[config.mk]
export PLATFORM = sky130hd
export DESIGN_NAME = sensor_monitor
export DESIGN_NICKNAME = d
export VERILOG_FILES = /design/src/rtl/sensor_monitor.sv
export SDC_FILE = /design/constraint.sdc
export NUM_CORES = 1
export LEC_CHECK = 0
export ABC_CLOCK_PERIOD_IN_PS = 1700
export BUFFER_PORTS_ARGS = -buffer_cell sky130_fd_sc_hd__buf_2
export CAP_MARGIN = 20
export CORE_MARGIN = 2
export CORE_UTILIZATION = 45
export CTS_BUF_LIST = sky130_fd_sc_hd__clkbuf_8
export CTS_CLUSTER_DIAMETER = 50
export CTS_CLUSTER_SIZE = 16
export DETAILED_ROUTE_END_ITERATION = 12
export HOLD_SLACK_MARGIN = 0.12
export PLACE_DENSITY = 0.68
export SLEW_MARGIN = 30
export SYNTH_ARGS = -nofsm -noshare
export SYNTH_HDL_FRONTEND = slang
export SYNTH_SLANG_ARGS = --single-unit
[constraint.sdc]
create_clock -name clk -period 1.7 [get_ports clk]
set_clock_uncertainty 0.15 [all_clocks]
set_input_delay 0.085 -clock clk [delete_from_list [all_inputs] [get_ports clk]]
set_output_delay 0.085 -clock clk [all_outputs]
set_load 0.1 [all_outputs]
[src/rtl/sensor_monitor.sv]
// Debounced N-channel sensor monitor with latched fault, captured source vector and saturating fault counter.
// Optional input synchroniser enabled by defining SENSOR_MON_SYNC_EN.
module sensor_monitor #(
    parameter int NUM_SENSORS     = 4,
    parameter int DEBOUNCE_CYCLES = 3,
    parameter int CNT_W           = 8
) (
    input  logic                   clk,
    input  logic                   rst,
    input  logic [NUM_SENSORS-1:0] sensors,
    input  logic                   err_clear,
    output logic                   error,
    output logic [NUM_SENSORS-1:0] fault_src,
    output logic [CNT_W-1:0]       fault_count,
    output logic [NUM_SENSORS-1:0] sens_filt
);

    localparam int DB_W = (DEBOUNCE_CYCLES > 1) ? $clog2(DEBOUNCE_CYCLES) : 1;
    localparam logic [DB_W-1:0]  DB_LAST = DB_W'(DEBOUNCE_CYCLES - 1);
    localparam logic [CNT_W-1:0] CNT_MAX = {CNT_W{1'b1}};

    typedef enum logic [0:0] {
        ST_OK    = 1'b0,
        ST_FAULT = 1'b1
    } state_t;

    logic [NUM_SENSORS-1:0] sens_in_s;
    logic [NUM_SENSORS-1:0] sens_filt_r;
    logic [DB_W-1:0]        db_cnt_r [NUM_SENSORS];
    logic                   cond_s;
    state_t                 state_r;
    logic                   error_r;
    logic [NUM_SENSORS-1:0] fault_src_r;
    logic [CNT_W-1:0]       fault_count_r;

`ifdef SENSOR_MON_SYNC_EN
    logic [NUM_SENSORS-1:0] sync1_r;
    logic [NUM_SENSORS-1:0] sync2_r;

    // Two-flop synchroniser for asynchronous sensor pins
    always_ff @(posedge clk or posedge rst) begin
        if (rst) begin
            sync1_r <= '0;
            sync2_r <= '0;
        end else begin
            sync1_r <= sensors;
            sync2_r <= sync1_r;
        end
    end

    assign sens_in_s = sync2_r;
`else
    assign sens_in_s = sensors;
`endif

    // Per-channel debounce: a new level must persist DEBOUNCE_CYCLES samples
    always_ff @(posedge clk or posedge rst) begin
        if (rst) begin
            sens_filt_r <= '0;
            for (int i = 0; i < NUM_SENSORS; i++) begin
                db_cnt_r[i] <= '0;
            end
        end else begin
            for (int i = 0; i < NUM_SENSORS; i++) begin
                if (sens_in_s[i] == sens_filt_r[i]) begin
                    db_cnt_r[i] <= '0;
                end else if (db_cnt_r[i] == DB_LAST) begin
                    sens_filt_r[i] <= sens_in_s[i];
                    db_cnt_r[i]    <= '0;
                end else begin
                    db_cnt_r[i] <= db_cnt_r[i] + DB_W'(1);
                end
            end
        end
    end

    // Fault rule: channel 0 alone, or channel 1 together with any higher channel
    always_comb begin
        cond_s = sens_filt_r[0] | (sens_filt_r[1] & (|sens_filt_r[NUM_SENSORS-1:2]));
    end

    // Fault latch FSM; clear is honoured only once the fault condition is gone
    always_ff @(posedge clk or posedge rst) begin
        if (rst) begin
            state_r       <= ST_OK;
            error_r       <= 1'b0;
            fault_src_r   <= '0;
            fault_count_r <= '0;
        end else begin
            case (state_r)
                ST_OK: begin
                    if (cond_s) begin
                        state_r     <= ST_FAULT;
                        error_r     <= 1'b1;
                        fault_src_r <= sens_filt_r;
                        if (fault_count_r != CNT_MAX) begin
                            fault_count_r <= fault_count_r + CNT_W'(1);
                        end else begin
                            fault_count_r <= fault_count_r;
                        end
                    end else begin
                        state_r <= ST_OK;
                        error_r <= 1'b0;
                    end
                end
                ST_FAULT: begin
                    if (err_clear && !cond_s) begin
                        state_r <= ST_OK;
                        error_r <= 1'b0;
                    end else begin
                        state_r <= ST_FAULT;
                        error_r <= 1'b1;
                    end
                end
                default: begin
                    state_r <= ST_OK;
                    error_r <= 1'b0;
                end
            endcase
        end
    end

    assign error       = error_r;
    assign fault_src   = fault_src_r;
    assign fault_count = fault_count_r;
    assign sens_filt   = sens_filt_r;

endmodule
Word level (Yosys, flattened, before mapping). Cells that the tools add are included.

Flip-flop bits (word level): 25. Input port bits: 7. Output and inout bits: 17. Word-level logic and storage cells: 52.

Add/subtract/negate cells: 5. Equal/unequal tests: 9. Muxes and demuxes: 11. Bitwise gates (word level): 7. Reduce and logical (&&, ||, !) cells: 9.

Operators by type and width (count): two-way mux 2 bit (8); AND reduction 2 bit (5); adder 2 x 1 -> 2 bit, second input constant (4); adder 8 x 1 -> 8 bit, second input constant (1); == test 2 bit, second input constant (4); != test 8 bit, second input constant (1); inverter 1 bit (5); == test 1 bit (4); AND reduction 3 bit (1); two-way mux 1 bit (2); one-hot mux 1 bit (2 select lines) (1); OR reduction 2 bit (1); bitwise AND 1 bit (1); logical AND 1 bit (1); zero test 1 bit (1); bitwise OR 1 bit (1).

Depth between registers and ports, before layout. Gate-level depths: netlist (run 1).

Depth in word-level cells: 7. Gate-level depth with buffers: 5. Depth with buffers taken out: 5.

Least setup slack after synthesis (run 1). OpenSTA, ideal clock, no wires.

Path type: register to register. From: register sens_filt_r[2], in the netlist sens_filt[2]. To: register fault_count_r[7], in the netlist fault_count[7]. Library setup time: 0.128 ns. Data arrival time: 2.035 ns. Setup slack: -0.614 ns. Stages on the path, launching flop included: 5. Path buffers: 0. Path through: dfrtp_1 o21ai_2 a21o_4 nor4_4 mux2_1.

Word-level cells in the longest chain between the ends: 4.

Ends and longest elaborated chain: start: declaration (RTL line 28) `logic [NUM_SENSORS-1:0] sens_filt_r;`; start signal: indexed assignment (RTL line 68) `sens_filt_r[i] <= sens_in_s[i];`; OR reduction 2 bit (RTL line 79) `cond_s = sens_filt_r[0] | (sens_filt_r[1] & (|sens_filt_r[NUM_SENSORS-1:2]));`; bitwise AND 1 bit (RTL line 79); bitwise OR 1 bit (RTL line 79); AND reduction 3 bit (no source line); end signal: assignment (RTL line 97) `fault_count_r <= fault_count_r + CNT_W'(1);`; end signal: assignment (RTL line 99) `fault_count_r <= fault_count_r;`; end: declaration (RTL line 34) `logic [CNT_W-1:0] fault_count_r;`.

Every way passes these cells. A chain may end at the register's enable or synchronous reset.

Worst setup path in the final report (run 1).
From: register fault_count_r[1], in the netlist fault_count[1]. To: register fault_count_r[1], in the netlist fault_count[1].

Word-level cells in the longest chain between the ends: 2. Elaborated cells between the ends (all ways): 3. Those cells by class: add/sub: 1; eq/ne: 1; reduce/logical: 1.

Ends and longest elaborated chain: branches (longest 2 deep; another with adder 8 x 1 -> 8 bit).

Parallel ways; which one is timed is not known.

==> key figures, run 1 <==
Detailed routing
  • DRT Wirelength: 2100 um
  • Vias/cell: 5.17
  • Remaining DRCs: 0
  • Antenna Violating Nets Remaining: 0
  • Routed wire length per instance: 13.3 um
  • Pre-antenna DRT Iters: 4
  • Via count: 817
  • DR iter-0 viols: 8

Floorplan
  • Overall die area: 2810 sq um
  • # IOs: 24
  • Die X: 53.0 um
  • Rows: 17
  • Die H: 53.0 um
  • Core area: 2230 sq um
  • Starting Density: 48.5%

Run
  • Max cap viols: 0

Clock tree
  • CTS tree: done
  • Clock sink total: 25
  • TritonCTS Buffers: 3
  • Worst-path clk slew: 0.08 ns
  • Root Buffer: clkbuf_8
  • H-tree depth: 1
  • CTS Buffer Depth: 2
  • Clk Latency, worst-skew pair: 0.27 ns

Critical path
  • Critical-path cell list: ha_4 > nand4_1 > nor2_1 > nor2_2 > mux2_1
  • CP max stage cell: dfrtp_4
  • Setup CP Type: reg2reg
  • Worst EP required: 1.70 ns
  • Crit-path leading delay family: flip-flops
  • Critical Path Max Stage Delay: 0.51 ns
  • Crit start category: flop
  • Critical Path AT: 1.62 ns
  • Worst Setup End Kind: flop
  • Critical-path maximum fanout: 6
  • Worst path bufs/invs: 0
  • R2R Setup Slk: 0.08 ns

Global routing
  • Gr ovfl total: 0
  • Vias in the first global route: 753
  • Largest net degree at the start of global routing: 26
  • Initial antenna violation count: 0
  • Gr usage total: 16.9%
  • First-pass GRT wire length: 3360 um

STA
  • Tmin final: 1.62 ns
  • Period utilization: 95.2%
  • Worst Tran Pin Value: 0.488 ns
  • Setup violators final: 0
  • Fmax: 618 MHz
  • Hold Vio Cnt, Final: 0
  • Slew headroom: 67.7%
  • Pins Over Slew Limit: 0
  • Setup_tns: 0 ns

Finish
  • Most frequent cells in the layout: 23 x buf_2, 12 x dfrtp_1, 11 x nand2_1, 9 x dfrtp_4
  • Leading cell type in the layout, fill and taps excluded: buf_2
  • Share of layout cells above drive strength 1: 43.1%
  • Antenna diode count: 0
  • Nets: 139
  • Util after Layout: 64.4%
  • Design area: 1440 sq um
  • Synth-to-Final Area Change: 32.8%

Logic synthesis
  • Distinct cell type count after synthesis: 26
  • Synth Area in Compound Gates: 7.17%
  • Multiplexer share of the synthesized area: 8.21%
  • Seq/Total Area, Yosys: 57.8%
  • Cell area after synthesis: 1080 sq um
  • Main combinational cell family by area after synthesis: simple AND/OR/NAND/NOR gates
  • Synthesized Nets: 100
  • Post-Synth Simple-Gate Area: 19.4%
  • Post-Synth XOR/XNOR Area: 4.86%
  • Synth Instances: 92
  • Yosys warns: 0
  • Avg Cell Area, Syn: 11.8 sq um
  • FF+latch count, synth: 25
  • Adder-cell share of the synthesized area: 1.16%

Placement
  • PortBufs: 23
  • DP HPWL: 1500 um
  • Post-placement cell area: 1310 sq um
  • Gpl congestion: 0.787

Worst hold path
  • Hold Crit Class: in2async

Run status
  • Status: complete, no violations
==> what timing repair did <==
item                                    CTS  global route
setup buffers                             0             3
resized for setup                         0             1
endpoints found under the setup margin    0             1
hold buffers                              6             0
endpoints found under the hold margin    38             0
==> metal layers <==
layer | GRT usage, % | up-vias | share of wire, %
met4 | 7.69 | 0 | 1.4
li1 | - | 394 | -
met1 | 21.6 | 405 | 46
met5 | 0 | - | 0
met3 | 3.67 | 4 | 3.6
met2 | 27.3 | 14 | 49
==> synth_stat cells <==
master / number / share of area [%]
mux2i_1: 1 / 0.92
a31oi_1: 2 / 1.2
nand4_1: 3 / 1.7
inv_1: 3 / 1.0
xnor2_1: 5 / 4.0
nor2b_1: 4 / 2.3
o21ai_0: 1 / 0.46
o21ai_2: 1 / 0.81
nand2b_1: 4 / 2.3
dfrtp_1: 25 / 58
nor3b_1: 3 / 2.1
a21oi_2: 1 / 0.81
o22a_1: 1 / 0.81
xor2_1: 1 / 0.81
a31o_2: 1 / 0.81
inv_2: 1 / 0.35
nand2_1: 11 / 3.8
nor4_4: 1 / 2.0
ha_1: 1 / 1.2
nor2_1: 3 / 1.0
a21o_4: 1 / 1.4
nor3_1: 6 / 2.8
nand3_1: 3 / 1.4
a21oi_1: 2 / 0.92
mux2_1: 4 / 4.2
mux2_2: 3 / 3.1
==> sequential cells by signal (all words and copies together) (netlist names) <==
signal	cells
error	1
fault_count	8
sens_filt	4
db_cnt_r	8
fault_src	4
==> worst min-delay path: cells and delay by family <==
family	cells	cell delay, ns
buffers and inverters	4	0.99
==> final cells by class <==
class,instances,area (sq um)
clock buffer,3,41.3
clock inverter,1,5.00
fill,196,796
inverter,4,15.0
multi-input combinational,63,464
sequential,25,664
tap,28,35.0
timing repair buffer,34,213
==> worst paths after layout <==
check | startpoint | to | cells past startpoint
min in group clk | db_cnt_r[6]$_DFF_PP0_ | db_cnt_r[6]$_DFF_PP0_ | 1
max in group asynchronous | rst | fault_count[2]$_DFFE_PP0P_ | 4
setup / recovery | fault_count[1]$_DFFE_PP0P_ | fault_count[1]$_DFFE_PP0P_ | 5
setup reg to reg | fault_count[1]$_DFFE_PP0P_ | fault_count[1]$_DFFE_PP0P_ | 5
hold / removal | rst | sens_filt[2]$_DFFE_PP0P_ | 4
hold reg to reg | db_cnt_r[6]$_DFF_PP0_ | db_cnt_r[6]$_DFF_PP0_ | 1
==> through the flow <==
stage / hold slack [ns] / std cells / setup WS (ns)
finish: 0.255 / 158 / 0.0813
global route: 0.291 / 158 / -0.00424
CTS: 0.260 / 155 / 0.0102
detailed placement: 0.00227 / 145 / 0.0248
global placement: -0.00507 / 145 / 0.0758
floorplan: -0.0378 / 92 / -0.0741
==> kinds of logic after synthesis <==
logic type,count (synthesis)
flops,25
buf+inv,4
mux,8
fa+ha+maj,1
compound gates,10
simple gates,38
xor+xnor,6
Power of run 1 is not shown: default switching activity piles up to over one toggle a cycle in this logic, so the estimate is an artifact.
==> run 2, diff against run 1 <==
ABC_AREA = 1   (was default)
CTS_CLUSTER_SIZE = 30   (was 16)
==> key figures, run 2 <==
Logic synthesis
  • Cell area after synthesis: 1160 sq um (+6.8%)
  • Synth area leader: dfrtp_1
  • Synth area leaders: dfrtp_1 54%, nand2_1 15%, inv_1 6.2%
  • Seq/Total Area, Yosys: 54.1% (-3.7 points)
  • Asr flop ratio synth: 100% (unchanged)
  • Distinct cell type count after synthesis: 20 (-23%)
  • Top cells by count, synth: 47 x nand2_1, 25 x dfrtp_1, 19 x inv_1, 9 x o21ai_0, 8 x nor3_1
  • Yosys warns: 0 (unchanged)
  • Avg Cell Area, Syn: 8.63 sq um (-27%)
  • FF+latch count, synth: 25 (unchanged)
  • Top_reg_cell synth: dfrtp_1
  • Synthesized Nets: 142 (+42%)
  • Post-synth EDFFs: 0 (unchanged)
  • Most numerous cell in the Yosys netlist: nand2_1
  • Synth top area share: 54.1% (-3.7 points)
  • Synth Instances: 134 (+46%)

Critical path
  • Critical-path maximum fanout: 8 (+2)
  • Critical Path Max Stage Delay: 0.44 ns (-0.07 ns)
  • Critical Path AT: 1.48 ns (-0.14 ns)
  • Worst Setup End Kind: flop
  • CP max stage cell: dfrtp_2
  • Critical-path cell list: ha_1 > nand3_2 > inv_1 > nand2_2 > nand3_2 > nand2_1 > nand2_1
  • Worst path bufs/invs: 1 (+1)
  • Worst EP required: 1.70 ns (about the same)
  • Crit-path leading delay family: simple AND/OR/NAND/NOR gates
  • Crit start category: flop
  • Setup CP Type: reg2reg

Detailed routing
  • Pre-antenna DRT Iters: 4 (unchanged)
  • DRT Wirelength: 2110 um (+0.62%)
  • Remaining DRCs: 0 (unchanged)
  • Antenna Violating Nets Remaining: 0 (unchanged)
  • DR iter-0 viols: 7 (-1)
  • Vias/cell: 4.68 (-9.6%)
  • Routed wire length per instance: 10.7 um (-20%)
  • Via count: 926 (+13%)

STA
  • Worst Tran Pin Value: 0.493 ns (+0.00419 ns)
  • WHS: 0.265 ns (+0.00966 ns)
  • Setup_tns: 0 ns (unchanged)
  • Hold Vio Cnt, Final: 0 (unchanged)
  • RSZ-0062 raised after global routing: false
  • Setup violators final: 0 (unchanged)
  • Tmin final: 1.48 ns (-0.137 ns)
  • Pins Over Slew Limit: 0 (unchanged)
  • Period utilization: 87.1% (-8.1 points)
  • Slew headroom: 67.4% (-0.28 points)
  • Fmax: 675 MHz (+9.3%)

Floorplan
  • Die H: 54.7 um (+3.1%)
  • # IOs: 24 (unchanged)
  • Core area: 2450 sq um (+9.9%)
  • Die X: 54.7 um (+3.1%)
  • Starting Density: 47.1% (-1.4 points)
  • Rows: 18 (+1)
  • Overall die area: 2990 sq um (+6.3%)

Finish
  • Most frequent cells in the layout: 47 x nand2_1, 23 x buf_2, 20 x inv_1, 13 x dfrtp_2, 12 x dfrtp_1
  • Util after Layout: 58.6% (-5.8 points)
  • Nets: 177 (+27%)
  • Share of layout cells above drive strength 1: 29.2% (-14 points)
  • Synth-to-Final Area Change: 24.4%
  • Leading cell type in the layout, fill and taps excluded: nand2_1
  • Antenna diode count: 0 (unchanged)

Placement
  • PortBufs: 23 (unchanged)
  • DP HPWL: 1600 um (+6.7%)
  • Gpl congestion: 0.744 (-5.5%)

Clock tree
  • Root Buffer: clkbuf_8
  • H-tree depth: 1 (unchanged)
  • CTS tree: done
  • Post-CTS setup buffers: 0 (unchanged)
  • Clk Latency, worst-skew pair: 0.26 ns (about the same)
  • Worst-path clk slew: 0.09 ns (about the same)
  • Clock sink total: 25 (unchanged)
  • TritonCTS Buffers: 3 (unchanged)
  • Post-CTS Resized: 0 (unchanged)
  • CTS Hold Buffers Added: 6 (unchanged)
  • CTS Buffer Depth: 2 (unchanged)

Run status
  • Status: complete, no violations

Global routing
  • First-pass GRT wire length: 3640 um (+8.2%)
  • Gr ovfl total: 0 (unchanged)
  • Vias in the first global route: 876 (+16%)
  • Largest net degree at the start of global routing: 26 (unchanged)
  • Initial antenna violation count: 0 (unchanged)
  • Gr usage total: 17.1% (+0.21 points)

Run
  • Max cap viols: 0 (unchanged)

Worst hold path
  • Hold Crit Class: in2async
-- run 2: cell families after synthesis --
kind of cell | share of synthesized area (%)
adder cells (fa/ha/maj) | 1.08
XOR/XNOR | 4.55
AND/OR/NAND/NOR | 28.1
AO/OA/AOI/OAI | 5.30
flip-flops | 54.1
buffers and inverters | 6.82
-- run 2: worst register-to-register path, cell delays in order, from the launching register on --
cell and delay [ns]:
dfrtp_2 0.44, ha_1 0.24, nand3_2 0.10, inv_1 0.05, nand2_2 0.07, nand3_2 0.17, nand2_1 0.10, nand2_1 0.06
-- run 2: area by class of cell --
type | instances | area, sq um
Clock buffer | 3 | 41.3
Clock inverter | 1 | 3.75
Fill cell | 220 | 1020
Inverter | 21 | 78.8
Multi-Input combinational cell | 88 | 452
Sequential cell | 25 | 642
Tap cell | 30 | 37.5
Timing Repair Buffer | 30 | 183
-- run 2: worst paths after layout --
kind                            depth (start not counted)                  startpoint                          to  slack [ns]
worst max-delay path                                    7  fault_count[0]$_DFFE_PP0P_  fault_count[7]$_DFFE_PP0P_        0.22
worst min-delay path                                    4                         rst       db_cnt_r[4]$_DFF_PP0_        0.26
worst max register to register                          7  fault_count[0]$_DFFE_PP0P_  fault_count[7]$_DFFE_PP0P_        0.22
worst min register to register                          1       db_cnt_r[0]$_DFF_PP0_       db_cnt_r[0]$_DFF_PP0_        0.29
max in group asynchronous                               4                         rst  fault_count[7]$_DFFE_PP0P_        0.86
min in group clk                                        1       db_cnt_r[0]$_DFF_PP0_       db_cnt_r[0]$_DFF_PP0_        0.29
-- run 2: routing by layer --
metal	share of wire [%]	wire [um]	GRT usage (%)
met1	45	952	19.7
met2	51	1070	30.4
met3	3.2	68	3.55
met4	0.81	17	7.50
met5	0	0	0
-- run 2: through the flow --
step	std cells	setup WS (ns)	area, sq um
2_1_floorplan	134	0.0145	1170
3_5_place_dp	188	0.227	1330
6_report	198	0.219	1440
3_3_place_gp	188	0.268	1330
5_1_grt	198	0.0902	1440
4_1_cts	198	0.212	1440
Power of run 2 is left out for the same reason.
